==> config.mk <==
export PLATFORM = sky130hd
export DESIGN_NAME = lcd_ctrl
export DESIGN_NICKNAME = d
export VERILOG_FILES = /design/src/rtl/lcd_pkg.sv /design/src/rtl/lcd_delay_cnt.sv /design/src/rtl/lcd_ctrl.sv
export SDC_FILE = /design/constraint.sdc
export NUM_CORES = 1
export LEC_CHECK = 0
export BUFFER_PORTS_ARGS = -buffer_cell sky130_fd_sc_hd__buf_2
export CORE_ASPECT_RATIO = 0.6
export CORE_MARGIN = 2
export CORE_UTILIZATION = 54
export CTS_CLUSTER_DIAMETER = 120
export DETAILED_ROUTE_END_ITERATION = 8
export GPL_TIMING_DRIVEN = 0
export PLACE_DENSITY = 0.85
export SYNTH_ARGS = -nofsm -noshare
export SYNTH_HDL_FRONTEND = slang
export SYNTH_SLANG_ARGS = --single-unit
==> constraint.sdc <==
create_clock -name clk -period 2.6 [get_ports clk]
set_input_delay 0.52 -clock clk [delete_from_list [all_inputs] [get_ports clk]]
set_output_delay 0.52 -clock clk [all_outputs]
set_load 0.02 [all_outputs]
==> src/rtl/lcd_pkg.sv <==
// Shared definitions for the HD44780 write sequencer: state encoding,
// the power-on init byte sequence and the command bytes that need the long
// execution delay.
package lcd_pkg;

    typedef enum logic [2:0] {
        S_PWRUP = 3'd0,
        S_LOAD  = 3'd1,
        S_SETUP = 3'd2,
        S_PULSE = 3'd3,
        S_HOLD  = 3'd4,
        S_EXEC  = 3'd5,
        S_IDLE  = 3'd6
    } state_t;

    localparam int INIT_LEN = 5;

    // Function set 8-bit/2-line, clear, display on + cursor, entry mode, DDRAM 0
    localparam logic [7:0] INIT_ROM [0:INIT_LEN-1] = '{8'h38, 8'h01, 8'h0E, 8'h06, 8'h80};

    localparam logic [7:0] CMD_CLEAR = 8'h01;
    localparam logic [7:0] CMD_HOME  = 8'h02;

    // Clear (01) and return-home (02/03) are the slow instructions; any data
    // write (rs=1) is a normal-speed write regardless of its byte value.
    function automatic logic is_long_cmd(input logic rs, input logic [7:0] data);
        return (!rs) && ((data & ~(CMD_CLEAR | CMD_HOME)) == 8'h00);
    endfunction

    function automatic int max_int(input int a, input int b);
        return (a > b) ? a : b;
    endfunction

endpackage

==> src/rtl/lcd_delay_cnt.sv <==
// Loadable down-counter used as the single phase timer of the LCD sequencer.
// Loading value V makes the phase last V+1 cycles; the count saturates at 0.
module lcd_delay_cnt #(
    parameter int CNT_W   = 8,
    parameter int RST_VAL = 0
) (
    input  logic             clk,
    input  logic             rst_n,
    input  logic             load,
    input  logic [CNT_W-1:0] value,
    output logic             zero
);

    logic [CNT_W-1:0] count_reg;

    // Reset preloads the power-up wait so the first phase needs no explicit load.
    always_ff @(posedge clk or negedge rst_n) begin
        if (!rst_n) begin
            count_reg <= CNT_W'(RST_VAL);
        end else if (load) begin
            count_reg <= value;
        end else if (count_reg != '0) begin
            count_reg <= count_reg - CNT_W'(1);
        end
    end

    assign zero = (count_reg == '0);

endmodule

==> src/rtl/lcd_ctrl.sv <==
// Write-only HD44780 sequencer on an 8-bit bus. After reset it waits for the
// panel to power up, replays the fixed init sequence, then serves upstream
// command/data writes one at a time over a valid/ready handshake.
module lcd_ctrl
    import lcd_pkg::*;
#(
    parameter int T_PWRUP = 1500000,
    parameter int T_AS    = 2,
    parameter int T_PW    = 24,
    parameter int T_H     = 2,
    parameter int T_EXEC  = 4000,
    parameter int T_LONG  = 164000
) (
    input  logic       clk,
    input  logic       rst_n,
    input  logic       req_valid,
    input  logic       req_rs,
    input  logic [7:0] req_data,
    output logic       req_ready,
    output logic       init_done,
    output logic       lcd_rs,
    output logic       lcd_rw,
    output logic       lcd_en,
    output logic [7:0] lcd_data
);

    localparam int T_MAX = max_int(max_int(max_int(T_PWRUP, T_AS), max_int(T_PW, T_H)),
                                   max_int(T_EXEC, T_LONG));
    localparam int CNT_W = $clog2(T_MAX) + 1;

    state_t           state_reg;
    logic [2:0]       init_idx_reg;
    logic             req_rs_reg;
    logic [7:0]       req_data_reg;
    logic             lcd_rs_reg;
    logic [7:0]       lcd_data_reg;
    logic             lcd_en_reg;
    logic             req_ready_reg;
    logic             init_done_reg;

    logic             cnt_load;
    logic [CNT_W-1:0] cnt_value;
    logic             cnt_zero;

    lcd_delay_cnt #(
        .CNT_W   (CNT_W),
        .RST_VAL (T_PWRUP - 1)
    ) u_delay_cnt (
        .clk   (clk),
        .rst_n (rst_n),
        .load  (cnt_load),
        .value (cnt_value),
        .zero  (cnt_zero)
    );

    // Load the timer with the length of the phase being entered on each transition.
    always_comb begin
        cnt_load  = 1'b0;
        cnt_value = '0;
        case (state_reg)
            S_LOAD: begin
                cnt_load  = 1'b1;
                cnt_value = CNT_W'(T_AS - 1);
            end
            S_SETUP: begin
                cnt_load  = cnt_zero;
                cnt_value = CNT_W'(T_PW - 1);
            end
            S_PULSE: begin
                cnt_load  = cnt_zero;
                cnt_value = CNT_W'(T_H - 1);
            end
            S_HOLD: begin
                cnt_load  = cnt_zero;
                cnt_value = is_long_cmd(lcd_rs_reg, lcd_data_reg) ? CNT_W'(T_LONG - 1)
                                                                   : CNT_W'(T_EXEC - 1);
            end
            default: begin
                cnt_load  = 1'b0;
                cnt_value = '0;
            end
        endcase
    end

    // Sequencer FSM; every pin and handshake output is a register updated here.
    always_ff @(posedge clk or negedge rst_n) begin
        if (!rst_n) begin
            state_reg     <= S_PWRUP;
            init_idx_reg  <= 3'd0;
            req_rs_reg    <= 1'b0;
            req_data_reg  <= 8'h00;
            lcd_rs_reg    <= 1'b0;
            lcd_data_reg  <= 8'h00;
            lcd_en_reg    <= 1'b0;
            req_ready_reg <= 1'b0;
            init_done_reg <= 1'b0;
        end else begin
            case (state_reg)
                S_PWRUP: begin
                    if (cnt_zero) state_reg <= S_LOAD;
                end
                S_LOAD: begin
                    // Bus is only ever changed here, while EN is low and before setup starts.
                    if (!init_done_reg) begin
                        lcd_rs_reg   <= 1'b0;
                        lcd_data_reg <= INIT_ROM[init_idx_reg];
                    end else begin
                        lcd_rs_reg   <= req_rs_reg;
                        lcd_data_reg <= req_data_reg;
                    end
                    state_reg <= S_SETUP;
                end
                S_SETUP: begin
                    if (cnt_zero) begin
                        lcd_en_reg <= 1'b1;
                        state_reg  <= S_PULSE;
                    end
                end
                S_PULSE: begin
                    if (cnt_zero) begin
                        lcd_en_reg <= 1'b0;
                        state_reg  <= S_HOLD;
                    end
                end
                S_HOLD: begin
                    if (cnt_zero) state_reg <= S_EXEC;
                end
                S_EXEC: begin
                    if (cnt_zero) begin
                        if (!init_done_reg && (init_idx_reg != 3'(INIT_LEN - 1))) begin
                            init_idx_reg <= init_idx_reg + 3'd1;
                            state_reg    <= S_LOAD;
                        end else begin
                            init_done_reg <= 1'b1;
                            req_ready_reg <= 1'b1;
                            state_reg     <= S_IDLE;
                        end
                    end
                end
                S_IDLE: begin
                    if (req_valid && req_ready_reg) begin
                        req_rs_reg    <= req_rs;
                        req_data_reg  <= req_data;
                        req_ready_reg <= 1'b0;
                        state_reg     <= S_LOAD;
                    end
                end
                default: begin
                    state_reg <= S_PWRUP;
                end
            endcase
        end
    end

    assign req_ready = req_ready_reg;
    assign init_done = init_done_reg;
    assign lcd_rs    = lcd_rs_reg;
    assign lcd_rw    = 1'b0;
    assign lcd_en    = lcd_en_reg;
    assign lcd_data  = lcd_data_reg;

endmodule

After elaboration in Yosys (flattened, before gate mapping)
Memory sizes are Yosys's and may differ from the RTL's.
Index checks and enable logic that the tools add are counted.
{"block": "totals", "ff_bits": 49, "rom_bits": 64, "input_bits": 12, "out_inout_bits": 13, "mem_count": 1}
{"block": "op_classes", "add_sub_neg": 2, "magnitude_cmp": 1, "n_eq_ne": 14, "muxes": 24, "bitwise_logic": 2, "n_reduce_logical": 20}
{"name": "(no name shown)", "words": 8, "word_bits": 8, "rd": 1, "rd_clocked_by_memory_dff": 0, "wr": 0, "line": "lcd_ctrl.sv:106", "text": "lcd_data_reg <= INIT_ROM[init_idx_reg];"}
{"operator": "$pmux W18 S3", "n": 1}
{"operator": "$mux W22", "n": 2}
{"operator": "$mux W8", "n": 3}
{"operator": "$logic_not A22 Y1", "n": 1}
{"operator": "$reduce_bool A22 Y1", "n": 1}
{"operator": "$sub A22 B1 Y22 const B", "n": 1}
{"operator": "$mux W3", "n": 7}
{"operator": "$pmux W3 S7", "n": 1}
{"operator": "$mux W18", "n": 1}
{"operator": "$ne A2 B2 Y1 const B", "n": 7}
{"operator": "$eq A3 B3 Y1 const B", "n": 3}
{"operator": "$reduce_and A3 Y1", "n": 3}
{"operator": "$logic_not A8 Y1", "n": 1}
{"operator": "$eq A3 B2 Y1 const B", "n": 2}
{"operator": "$mux W1", "n": 6}
{"operator": "$pmux W1 S2", "n": 3}
{"operator": "$reduce_and A6 Y1", "n": 1}
{"operator": "$reduce_bool A2 Y1", "n": 3}
{"operator": "$ge A4 B4 Y1 const B", "n": 1}
{"operator": "$not A3 Y4", "n": 1}
{"operator": "$reduce_and A4 Y1", "n": 1}
{"operator": "$add A3 B1 Y3 const B", "n": 1}
{"operator": "$eq A3 B1 Y1 const B", "n": 1}
{"operator": "$logic_and A1 B1 Y1", "n": 3}
{"operator": "7 further kinds", "n": 8}

Longest topological paths before layout
Gate-level depths: netlist (run 1).
{"block": "depth", "ltp_word": 5, "mapped_depth": 9}

Hierarchy
A second synthesis (run 1) with hierarchy kept.
{"block": "unflattened", "cells_unflattened": 282, "area_unflattened_um2": 2751.4}
{"mod": "lcd_delay_cnt", "instances": 1, "cells_each": 150, "area_each_um2": 1380.1, "seq_area_each_um2": 568.0}
{"mod": "lcd_ctrl", "instances": 1, "cells_each": 132, "area_each_um2": 1371.3, "seq_area_each_um2": 675.6}

Least setup slack after synthesis (run 1)
Ideal clock, no wire load.
{"block": "synth_timing", "kind": "reg-to-reg", "start": "register u_delay_cnt.count_reg[0]", "end": "register init_idx_reg[1]", "setup_time_ns": 0.125, "t_arrival_ns": 2.079, "setup_slack_ns": 0.396, "path_stages_with_launch": 9, "n_path_buf": 1, "path_cell_list": "dfstp_2 inv_1 ha_1 nor2b_1 and4_1 buf_4 nand2_4 or4_4 mux2_4"}
{"block": "synth_via", "elab_chain_cells": 2}
{"element": "start: declaration", "line": "lcd_delay_cnt.sv:14", "text": "logic [CNT_W-1:0] count_reg;"}
{"element": "start signal: assignment", "line": "lcd_delay_cnt.sv:19", "text": "count_reg <= CNT_W'(RST_VAL);"}
{"element": "start signal: assignment", "line": "lcd_delay_cnt.sv:21", "text": "count_reg <= value;"}
{"element": "start signal: assignment", "line": "lcd_delay_cnt.sv:23", "text": "count_reg <= count_reg - CNT_W'(1);"}
{"element": "$logic_not A22 Y1", "line": "lcd_delay_cnt.sv:27", "text": "assign zero = (count_reg == '0);"}
{"element": "$reduce_and A3 Y1 (no source line)"}
{"element": "end signal: assignment", "line": "lcd_ctrl.sv:131", "text": "init_idx_reg <= init_idx_reg + 3'd1;"}
{"element": "end: declaration", "line": "lcd_ctrl.sv:32", "text": "logic [2:0] init_idx_reg;"}
Every way passes these cells.
A chain may end at the register's enable or synchronous reset.

Worst setup path after layout (run 1)
Same ends and word-level chain as after synthesis.

==> results.ini, run 1 <==
[status]
outcome = finished, final reports clean

[sta]
finalWorstSetupSlack_ns = 0.187
setup_viol = 0
hold_viol = 0
fmax_mhz = 414
whs_ns = 0.396
rsz0062_at_grt = no
fin_skew_ns = 0.00757
period_minus_slack_ns = 2.41
tns_ns = 0
timing.slew.headroom = 0.291
finalMaxSlewViolations = 0
tightest_slew_ns = 1.06
post-route-period-util = 0.928

[synth]
yosysTopAreaCell = dfrtp_1
synth_edf_count = 0
yosysWarnings = 0
syn-cell-area_um2 = 2690
synthTopCellsByCount = 35 x dfrtp_1, 30 x nand2_1, 19 x a21oi_1
syn-num-nets = 296
synth_area_leaders = dfrtp_1 33%, dfstp_2 14%, mux2_2 4.6%
synth_cells = 279
syn-mean-instance-area_um2 = 9.64
yosysUniqueCellTypes = 49
synth_top_cell_area_share = 0.326
ys.flop_type = dfrtp_1
yosysMostFrequentCell = dfrtp_1
yosys_register_bits = 49
postSynth.asyncResetShare = 1.00
yosysSeqAreaShare = 0.463

[drt]
first_pass_iters = 5
via_per_inst = 6.21
drc = 0
drtIter0Drc = 271
ant_nets = 0
via_count = 2317
routed_wl_um = 6800
post_drt_wl_per_cell_um = 18.2

[clock_network]
cts_tree = built
htreeDepth = 2
cts.path.max_buffers = 2
clkLatencyLatePin_ns = 0.31
cts.sinks = 49
cts_root_buffer = clkbuf_8
cts_made_buffers = 5
cts.clk_slew.worst_paths_ns = 0.09

[die]
dieArea_um2 = 5580
core_um2 = 4680
initial_core_util = 0.574
io-pin-count = 25
dieHeight_um = 58.7
fp-row-count = 19
die_w_um = 95.1

[global_routing]
grt_util_met3 = 0.0819
grt.met1_usage = 0.396
grt_pass1_wl_um = 11400
grt_use_met2 = 0.380
grt.total_usage = 0.271
grt_max_degree = 50
grt_antenna_before_repair = 0
grt_overflow = 0
grt_pass1_vias = 2294
busiest_layer = met1

[cells_and_area]
instances_no_fill = 373
num_antenna_cells = 0
finalNetCount = 326
finish.instance_area_um2 = 3000
area_growth_pct = 11.7
largest_register_ffs = 22
drive_gt1_frac = 0.223
final_util = 0.641

[placement]
portBuffers = 23
dp_slack_ns = 0.144
placed_area_um2 = 2880
place_hpwl_um = 4970
dp_cells = 365
routabilityCongestion = 0.935

[worst_setup_path]
max_stage_delay_ns = 0.54
slowest_stage = or4_4
worst_setup_path_start_kind = flop
cp_max_fo = 7
cp.required_ns = 2.80
crit_chain = inv_1, ha_1, nor2b_2, and4_1, buf_4, nand2_4, or4_4, mux2_4
crit_arrival_ns = 2.62
path_class = flop to flop
cp-end-kind = flop

[power]
vdd_drop_max_mv = 0.290
power.total_mw = 1.36
p_leak_nw = 1.44
p_per_area_nw_per_um2 = 453

[hold_path]
hold_class = input pin to asynchronous set/reset pin

[flow_run]
drv_cap = 0

==> cell type report <==
| type | instances | area, um^2 |
|---|---|---|
| multi-input cells | 210 | 1370 |
| clock inverters | 1 | 30.0 |
| clock buffers | 7 | 86.3 |
| well taps | 63 | 78.8 |
| repair buffers | 23 | 115 |
| fillers | 359 | 1680 |
| inverters | 7 | 26.3 |
| plain buffers | 13 | 57.6 |
| flip-flops and latches | 49 | 1240 |
==> report_power, final <==
| group | internal [mW] | total, mW | switching (mW) |
|---|---|---|---|
| Sequential | 0.763 | 0.763 | 0 |
| Combinational | 0.00682 | 0.0246 | 0.0178 |
| Clock | 0.314 | 0.575 | 0.261 |
==> per-layer routing <==
metal  vias to the layer above  wire [um]
met5                         -          0
met4                         0         74
met3                         9        703
met2                       112       2920
met1                      1130       3100
li1                       1066          -
==> placed cells by master, fill, tap and decap left out, types with 3 or more instances in the layout <==
| master | Yosys | layout |
|---|---|---|
| dfstp_2 | 14 | 14 |
| dfrtp_1 | 35 | 35 |
| nor2_1 | 18 | 18 |
| or4_1 | 3 | 3 |
| clkbuf_1 | 11 | 11 |
| inv_1 | 7 | 7 |
| mux2_2 | 11 | 11 |
| o31ai_1 | 4 | 4 |
| nand3_1 | 12 | 12 |
| mux2i_1 | 4 | 4 |
| o21ai_0 | 14 | 14 |
| or3_1 | 4 | 4 |
| buf_2 | 0 | 23 |
| xor2_1 | 5 | 5 |
| nand4_1 | 3 | 3 |
| a21oi_1 | 19 | 19 |
| clkbuf_8 | 0 | 6 |
| nor4_1 | 7 | 7 |
| ha_1 | 5 | 5 |
| nor3_1 | 16 | 16 |
| nand2b_1 | 3 | 3 |
| xnor2_1 | 10 | 10 |
| a31oi_1 | 7 | 7 |
| nand2_1 | 30 | 30 |
==> worst paths after layout <==
kind,start,end,slack (ns),cells past startpoint
setup reg to reg,u_delay_cnt.count_reg[0],init_idx_reg[1],0.19,8
max in group asynchronous,rst_n,u_delay_cnt.count_reg[11],1.54,1
min in group clk,req_data[4],req_data_reg[4],0.44,2
setup / recovery,u_delay_cnt.count_reg[0],init_idx_reg[1],0.19,8
hold reg to reg,lcd_data[6],lcd_data[6],0.50,2
hold / removal,rst_n,req_data_reg[5],0.40,1
==> timing repair <==
| item | 4_1_cts | 5_1_grt |
|---|---|---|
| hold buffers | 0 | 0 |
| setup buffers | 0 | 0 |
| setup endpoints to repair | 0 | 13 |
| resized for setup | 0 | 3 |
==> critical path, delay by kind of cell (launching register included) <==
kind	cells	cell delay (ns)
buffers and inverters	2	0.24
multiplexers	1	0.31
flip-flops	1	0.41
AND/OR/NAND/NOR	4	1.08
adder cells (fa/ha/maj)	1	0.26
==> cells by family (layout without fill, tap and decap cells) <==
| family | after synthesis | after routing | share of synthesized area |
|---|---|---|---|
| buffers and inverters | 20 | 51 | 0.0307 |
| adder cells (fa/ha/maj) | 5 | 5 | 0.0233 |
| AO/OA/AOI/OAI | 60 | 60 | 0.138 |
| XOR/XNOR | 15 | 15 | 0.0489 |
| multiplexers | 16 | 16 | 0.0665 |
| flip-flops | 49 | 49 | 0.463 |
| AND/OR/NAND/NOR | 113 | 113 | 0.229 |
| other | 1 | 1 | 0.00139 |
Power figures use the tool's default switching activity.
==> run 2, diff against run 1 <==
--- a/config.mk
+++ b/config.mk
@@ -6,13 +6,15 @@
 export NUM_CORES = 1
 export LEC_CHECK = 0
 export BUFFER_PORTS_ARGS = -buffer_cell sky130_fd_sc_hd__buf_2
+export CELL_PAD_IN_SITES_DETAIL_PLACEMENT = 0
+export CELL_PAD_IN_SITES_GLOBAL_PLACEMENT = 1
 export CORE_ASPECT_RATIO = 0.6
 export CORE_MARGIN = 2
-export CORE_UTILIZATION = 54
+export CORE_UTILIZATION = 46
 export CTS_CLUSTER_DIAMETER = 120
 export DETAILED_ROUTE_END_ITERATION = 8
 export GPL_TIMING_DRIVEN = 0
-export PLACE_DENSITY = 0.85
+export PLACE_DENSITY = 0.9
 export SYNTH_ARGS = -nofsm -noshare
 export SYNTH_HDL_FRONTEND = slang
 export SYNTH_SLANG_ARGS = --single-unit
==> run 2 against run 1 <==
Net effect:
- global-route usage down 4.8 points
- critical path type unchanged
- largest cell class unchanged
- worst hold slack worse by 0.0033 ns
- critical path depth unchanged
- setup slack worse by 0.095 ns
- flip-flop and latch count unchanged
- final cell count up 4.6%
==> results.ini, run 2 (synthesis results as in run 1) <==
[status]
outcome = finished, final reports clean

[worst_setup_path]
rr_startpoint = u_delay_cnt.count_reg[0]
r2r_cells = 8  ; unchanged
cp.required_ns = 2.81  ; about the same
path_class = flop to flop
cp-end-kind = flop
crit_arrival_ns = 2.71  ; +0.09 ns
crit_family = simple AND/OR/NAND/NOR gates
critPathBufInv = 2  ; unchanged
reg2reg_to = init_idx_reg[1]
slowest_stage = or4_4
max_stage_delay_ns = 0.55  ; about the same
ff2ff_setup_slack_ns = 0.09  ; -0.09 ns
crit_chain = inv_1, ha_1, nor2b_1, and4_1, buf_4, nand2_4, or4_4, mux2_4
worst_setup_path_start_kind = flop
cp_max_fo = 7  ; unchanged

[hold_path]
hold_class = input pin to asynchronous set/reset pin

[drt]
first_pass_iters = 4  ; -1
wl_met3_um = 556  ; -21%
wl_met1_um = 3410  ; +10%
via_per_inst = 5.78  ; -7.0%
top_layer = met4
post_drt_wl_per_cell_um = 17.0  ; -6.9%
via_count = 2253  ; -2.8%
routed_wl_um = 6620  ; -2.7%
drtIter0Drc = 251  ; -7.4%
wl_met2_um = 2590  ; -12%
drc = 0  ; unchanged
ant_nets = 0  ; unchanged

[die]
io-pin-count = 25  ; unchanged
initial_core_util = 0.480  ; -0.0937
core_um2 = 5600  ; +20%
fp-row-count = 21  ; +2
dieHeight_um = 63.2  ; +7.8%
dieArea_um2 = 6490  ; +16%
die_w_um = 103  ; +8.0%

[flow_run]
drv_cap = 0  ; unchanged

[clock_network]
cts_tree = built
cts.path.max_buffers = 2  ; unchanged
cts_made_buffers = 5  ; unchanged
cts.clk_slew.worst_paths_ns = 0.10  ; about the same
htreeDepth = 2  ; unchanged
hold_buffers = 0  ; unchanged
cts.sinks = 49  ; unchanged
cts_root_buffer = clkbuf_8
clkLatencyLatePin_ns = 0.31  ; about the same

[power]
p_per_area_nw_per_um2 = 475  ; +4.7%
vdd_drop_max_mv = 0.254  ; -12%
p_leak_nw = 1.45  ; +0.51%
power.total_mw = 1.44  ; +6.0%

[sta]
tightest_slew_ns = 1.07  ; +0.00671 ns
hold_viol = 0  ; unchanged
finalWorstSetupSlack_ns = 0.0923  ; -0.0946 ns
period_minus_slack_ns = 2.51  ; +0.0946 ns
rsz0062_at_grt = no
tns_ns = 0  ; unchanged
post-route-period-util = 0.965  ; +0.0364
timing.slew.headroom = 0.287  ; -0.00448
fmax_mhz = 399  ; -3.8%
setup_viol = 0  ; unchanged
fin_skew_ns = 0.00791  ; +0.000341 ns
finalMaxSlewViolations = 0  ; unchanged

[global_routing]
grt_pass1_vias = 2057  ; -10%
grt_pass1_wl_um = 11000  ; -3.1%
grt.total_usage = 0.224  ; -0.0477
grt_overflow = 0  ; unchanged
grt_max_degree = 50  ; unchanged
grt_antenna_before_repair = 0  ; unchanged

[cells_and_area]
final_cell_mix = 35 x dfrtp_1, 30 x nand2_1, 23 x buf_2, 19 x a21oi_1, 18 x nor2_1
area_growth_pct = 13.0
finalNetCount = 326  ; unchanged
finish.instance_area_um2 = 3040  ; +1.2%
largest_register_ffs = 22  ; unchanged
drive_gt1_frac = 0.223  ; unchanged
num_antenna_cells = 0  ; unchanged
instances_no_fill = 390  ; +4.6%
layout_commonest_cell = dfrtp_1

[placement]
portBuffers = 23  ; unchanged
dp_slack_ns = 0.119  ; -0.0244 ns
placed_area_um2 = 2900  ; +0.74%
routabilityCongestion = 0.889  ; -5.0%
place_hpwl_um = 4980  ; +0.16%
dp_cells = 382  ; +4.7%

## run 2: worst max-delay path by stage
stage | startpoint | end | cells past startpoint
2_1_floorplan | u_delay_cnt.count_reg[0] | init_idx_reg[1] | 8
3_3_place_gp | u_delay_cnt.count_reg[0] | u_delay_cnt.count_reg[12] | 8
3_5_place_dp | u_delay_cnt.count_reg[0] | u_delay_cnt.count_reg[12] | 8
4_1_cts | u_delay_cnt.count_reg[0] | u_delay_cnt.count_reg[12] | 8
5_1_grt | u_delay_cnt.count_reg[0] | init_idx_reg[1] | 8
6_report | u_delay_cnt.count_reg[0] | init_idx_reg[1] | 8
## run 2: report_power, final
part           leakage [nW]  total [mW]  internal [mW]  switching, mW
registers             0.623       0.763          0.763              0
logic                 0.755      0.0247        0.00682         0.0179
clock network        0.0681       0.656          0.382          0.273
total                  1.45        1.44           1.15          0.291
## run 2: worst reg2reg max path, stage by stage (launching register included)
cell	delay, ns
dfstp_2	0.41
inv_1	0.09
ha_1	0.26
nor2b_1	0.31
and4_1	0.23
buf_4	0.15
nand2_4	0.10
or4_4	0.55
mux2_4	0.31
## run 2: cell type report
class / instances / area (um^2)
Fill cell: 525 / 2560
Multi-Input combinational cell: 210 / 1360
Sequential cell: 49 / 1240
Timing Repair Buffer: 23 / 115
Tap cell: 80 / 100
Clock buffer: 5 / 68.8
Clock inverter: 3 / 65.1
Buffer: 13 / 57.6
Inverter: 7 / 26.3
## run 2: metal layers
layer  vias up  GRT usage
met3         7     0.0522
met4         0     0.0467
met5         -          0
met1      1087      0.389
li1       1069          -
met2        90      0.266
## run 2: through the flow
stage	utilization	hold WS [ns]
floorplan	-	0.224
global placement	0.519	0.460
detailed placement	0.519	0.470
CTS	0.543	0.430
global route	0.543	0.424
finish	0.543	0.393
## run 2: timing repair
action	in CTS	in global routing
buffers inserted	0	0
gates resized for setup	0	2
endpoints found under the setup margin	0	9
==> run 3, diff against run 2 <==
--- a/config.mk
+++ b/config.mk
@@ -10,11 +10,11 @@
 export CELL_PAD_IN_SITES_GLOBAL_PLACEMENT = 1
 export CORE_ASPECT_RATIO = 0.6
 export CORE_MARGIN = 2
-export CORE_UTILIZATION = 46
+export CORE_UTILIZATION = 41
 export CTS_CLUSTER_DIAMETER = 120
 export DETAILED_ROUTE_END_ITERATION = 8
 export GPL_TIMING_DRIVEN = 0
-export PLACE_DENSITY = 0.9
+export PLACE_DENSITY = 0.86
 export SYNTH_ARGS = -nofsm -noshare
 export SYNTH_HDL_FRONTEND = slang
 export SYNTH_SLANG_ARGS = --single-unit
==> constraint.sdc (replaced) <==
create_clock -name clk -period 2.1 [get_ports clk]
set_input_delay 0.42 -clock clk [delete_from_list [all_inputs] [get_ports clk]]
set_output_delay 0.42 -clock clk [all_outputs]
set_load 0.02 [all_outputs]
==> run 3 against run 2 <==
Net effect:
- the flow now finishes with violations (negative setup slack)
- critical path type unchanged
- combinational power is 24% higher
- sequential power rose by 24%
- register-to-register slack lost 0.16 ns
- die area up 12%
- clock power increased by 7.6%
- via count rose by 2.7%
- flip-flop and latch count is the same
- clock skew barely moved
==> results.ini, run 3 (synthesis results as in run 1) <==
[drt]
via_count = 2313  ; +2.7%
routed_wl_um = 7030  ; +6.3%
post_drt_wl_per_cell_um = 17.4  ; +2.3%
drtIter0Drc = 213  ; -15%
first_pass_iters = 5  ; +1
via_per_inst = 5.71  ; -1.1%
drc = 0  ; unchanged
ant_nets = 0  ; unchanged

[worst_setup_path]
critPathLaunch = u_delay_cnt.count_reg[8]
crit_family = simple AND/OR/NAND/NOR gates
worst_setup_path_start_kind = flop
crit_arrival_ns = 2.40  ; -0.31 ns
cpMostUsedCell = nor4_4
cp-end-kind = flop
crit_chain = or4_4, nor4_4, nand4_1, buf_6, nor4_4, xor2_1
max_stage_delay_ns = 0.57  ; +0.02 ns
critPathBufInv = 1  ; -1
cp.required_ns = 2.33  ; -0.48 ns
slowest_stage = or4_4
rr_startpoint = u_delay_cnt.count_reg[8]
path_class = flop to flop
cp_max_fo = 4  ; -3

[placement]
routabilityCongestion = 0.845  ; -4.9%
portBuffers = 23  ; unchanged
placed_area_um2 = 2930  ; +0.86%
dp_cells = 386  ; +1.0%
dp_slack_ns = -0.256  ; -0.375 ns
place_hpwl_um = 5000  ; +0.35%

[die]
dieArea_um2 = 7240  ; +12%
fp-row-count = 22  ; +4.8%
core_um2 = 6220  ; +11%
io-pin-count = 25  ; unchanged
dieHeight_um = 66.7  ; +5.6%
die_w_um = 109  ; +5.7%
initial_core_util = 0.432  ; -0.0482

[cells_and_area]
finalNetCount = 337  ; +3.4%
final_cell_mix = 34 x dfrtp_1, 30 x nand2_1, 23 x buf_2, 19 x a21oi_1
instances_no_fill = 405  ; +3.8%
finish.instance_area_um2 = 3270  ; +7.7%
area_growth_pct = 21.7
final_util = 0.526  ; -0.0169
largest_register_ffs = 22  ; unchanged
drive_gt1_frac = 0.315  ; +0.0921
num_antenna_cells = 0  ; unchanged
layout_commonest_cell = dfrtp_1

[global_routing]
grt_antenna_before_repair = 0  ; unchanged
grt.total_usage = 0.207  ; -0.0168
grt_pass1_vias = 2107  ; +2.4%
grt_max_degree = 50  ; unchanged
grt_overflow = 0  ; unchanged
grt_pass1_wl_um = 11200  ; +1.4%

[sta]
fin_skew_ns = 0.00787  ; -0.0000368 ns
rsz0062_at_grt = yes
period_minus_slack_ns = 2.17  ; -0.339 ns
whs_ns = 0.306  ; -0.0865 ns
finalWorstSetupSlack_ns = -0.0685  ; -0.161 ns
fmax_mhz = 461  ; +16%
tightest_slew_ns = 1.07  ; +0.00257 ns
post-route-period-util = 1.03  ; +0.0681
finalMaxSlewViolations = 0  ; unchanged
timing.slew.headroom = 0.285  ; -0.00172
tns_ns = -0.182  ; -0.182 ns
setup_viol = 4  ; +4
hold_viol = 0  ; unchanged

[power]
p_per_area_nw_per_um2 = 513  ; +8.1%
p_leak_nw = 1.57  ; +8.2%
power.total_mw = 1.68  ; +16%
vdd_drop_max_mv = 0.255  ; +0.23%

[clock_network]
htreeDepth = 2  ; unchanged
cts.path.max_buffers = 2  ; unchanged
cts_root_buffer = clkbuf_8
clkLatencyLatePin_ns = 0.30  ; about the same
cts_made_buffers = 5  ; unchanged
hold_buffers = 0  ; unchanged
cts_tree = built
cts.sinks = 49  ; unchanged
cts.clk_slew.worst_paths_ns = 0.09  ; about the same

[flow_run]
drv_cap = 0  ; unchanged

[status]
violations = negative setup slack
outcome = finished with violations

[hold_path]
hold_class = input pin to asynchronous set/reset pin

run 3: changes by cell type in the layout (fill, tap and decap cells not counted), moves of 3 or more:
cell / previous run / this run
nor4_4: 2 / 5
buf_4: 2 / 11
nor3_1: 16 / 13
nor2_2: 0 / 3
buf_6: 0 / 3
nor2_1: 18 / 14
run 3: worst paths after layout:
check	slack [ns]	cells after the start	end
setup / recovery	-0.07	6	init_idx_reg[2]
hold / removal	0.31	1	lcd_data[4]
setup reg to reg	-0.07	6	init_idx_reg[2]
hold reg to reg	0.49	2	lcd_data[1]
max in group asynchronous	1.06	1	u_delay_cnt.count_reg[7]
min in group clk	0.34	2	req_data_reg[4]
run 3: final cells by class:
type / count / area [um^2]
clock buffer: 6 / 82.6
timing repair buffer: 34 / 201
tap: 84 / 105
buffer: 13 / 70.1
inverter: 7 / 26.3
sequential: 49 / 1240
clock inverter: 2 / 37.5
multi-input combinational: 210 / 1510
fill: 595 / 2950
run 3: layer usage:
metal	up-vias	part of all wire	GRT usage
met2	100	0.40	0.267
met3	6	0.077	0.0587
li1	1094	-	-
met4	0	0.0075	0.0417
met1	1113	0.52	0.330
met5	-	0	0
run 3: repair_timing:
action / CTS / global route
pin swaps: 3 / 6
resized for setup: 10 / 25
setup endpoints to repair: 24 / 35
buffers inserted: 4 / 7
run 3: where the power goes:
group	internal [mW]	switching [mW]	total (mW)
registers	0.944	0	0.944
clock network	0.387	0.318	0.706
logic	0.00844	0.0222	0.0306
run 3: worst register-to-register path, delay by kind of cell (launching register included):
| kind | cells | cell delay, ns |
|---|---|---|
| buffers and inverters | 1 | 0.18 |
| XOR/XNOR | 1 | 0.16 |
| flip-flops | 1 | 0.41 |
| AND/OR/NAND/NOR | 4 | 1.34 |
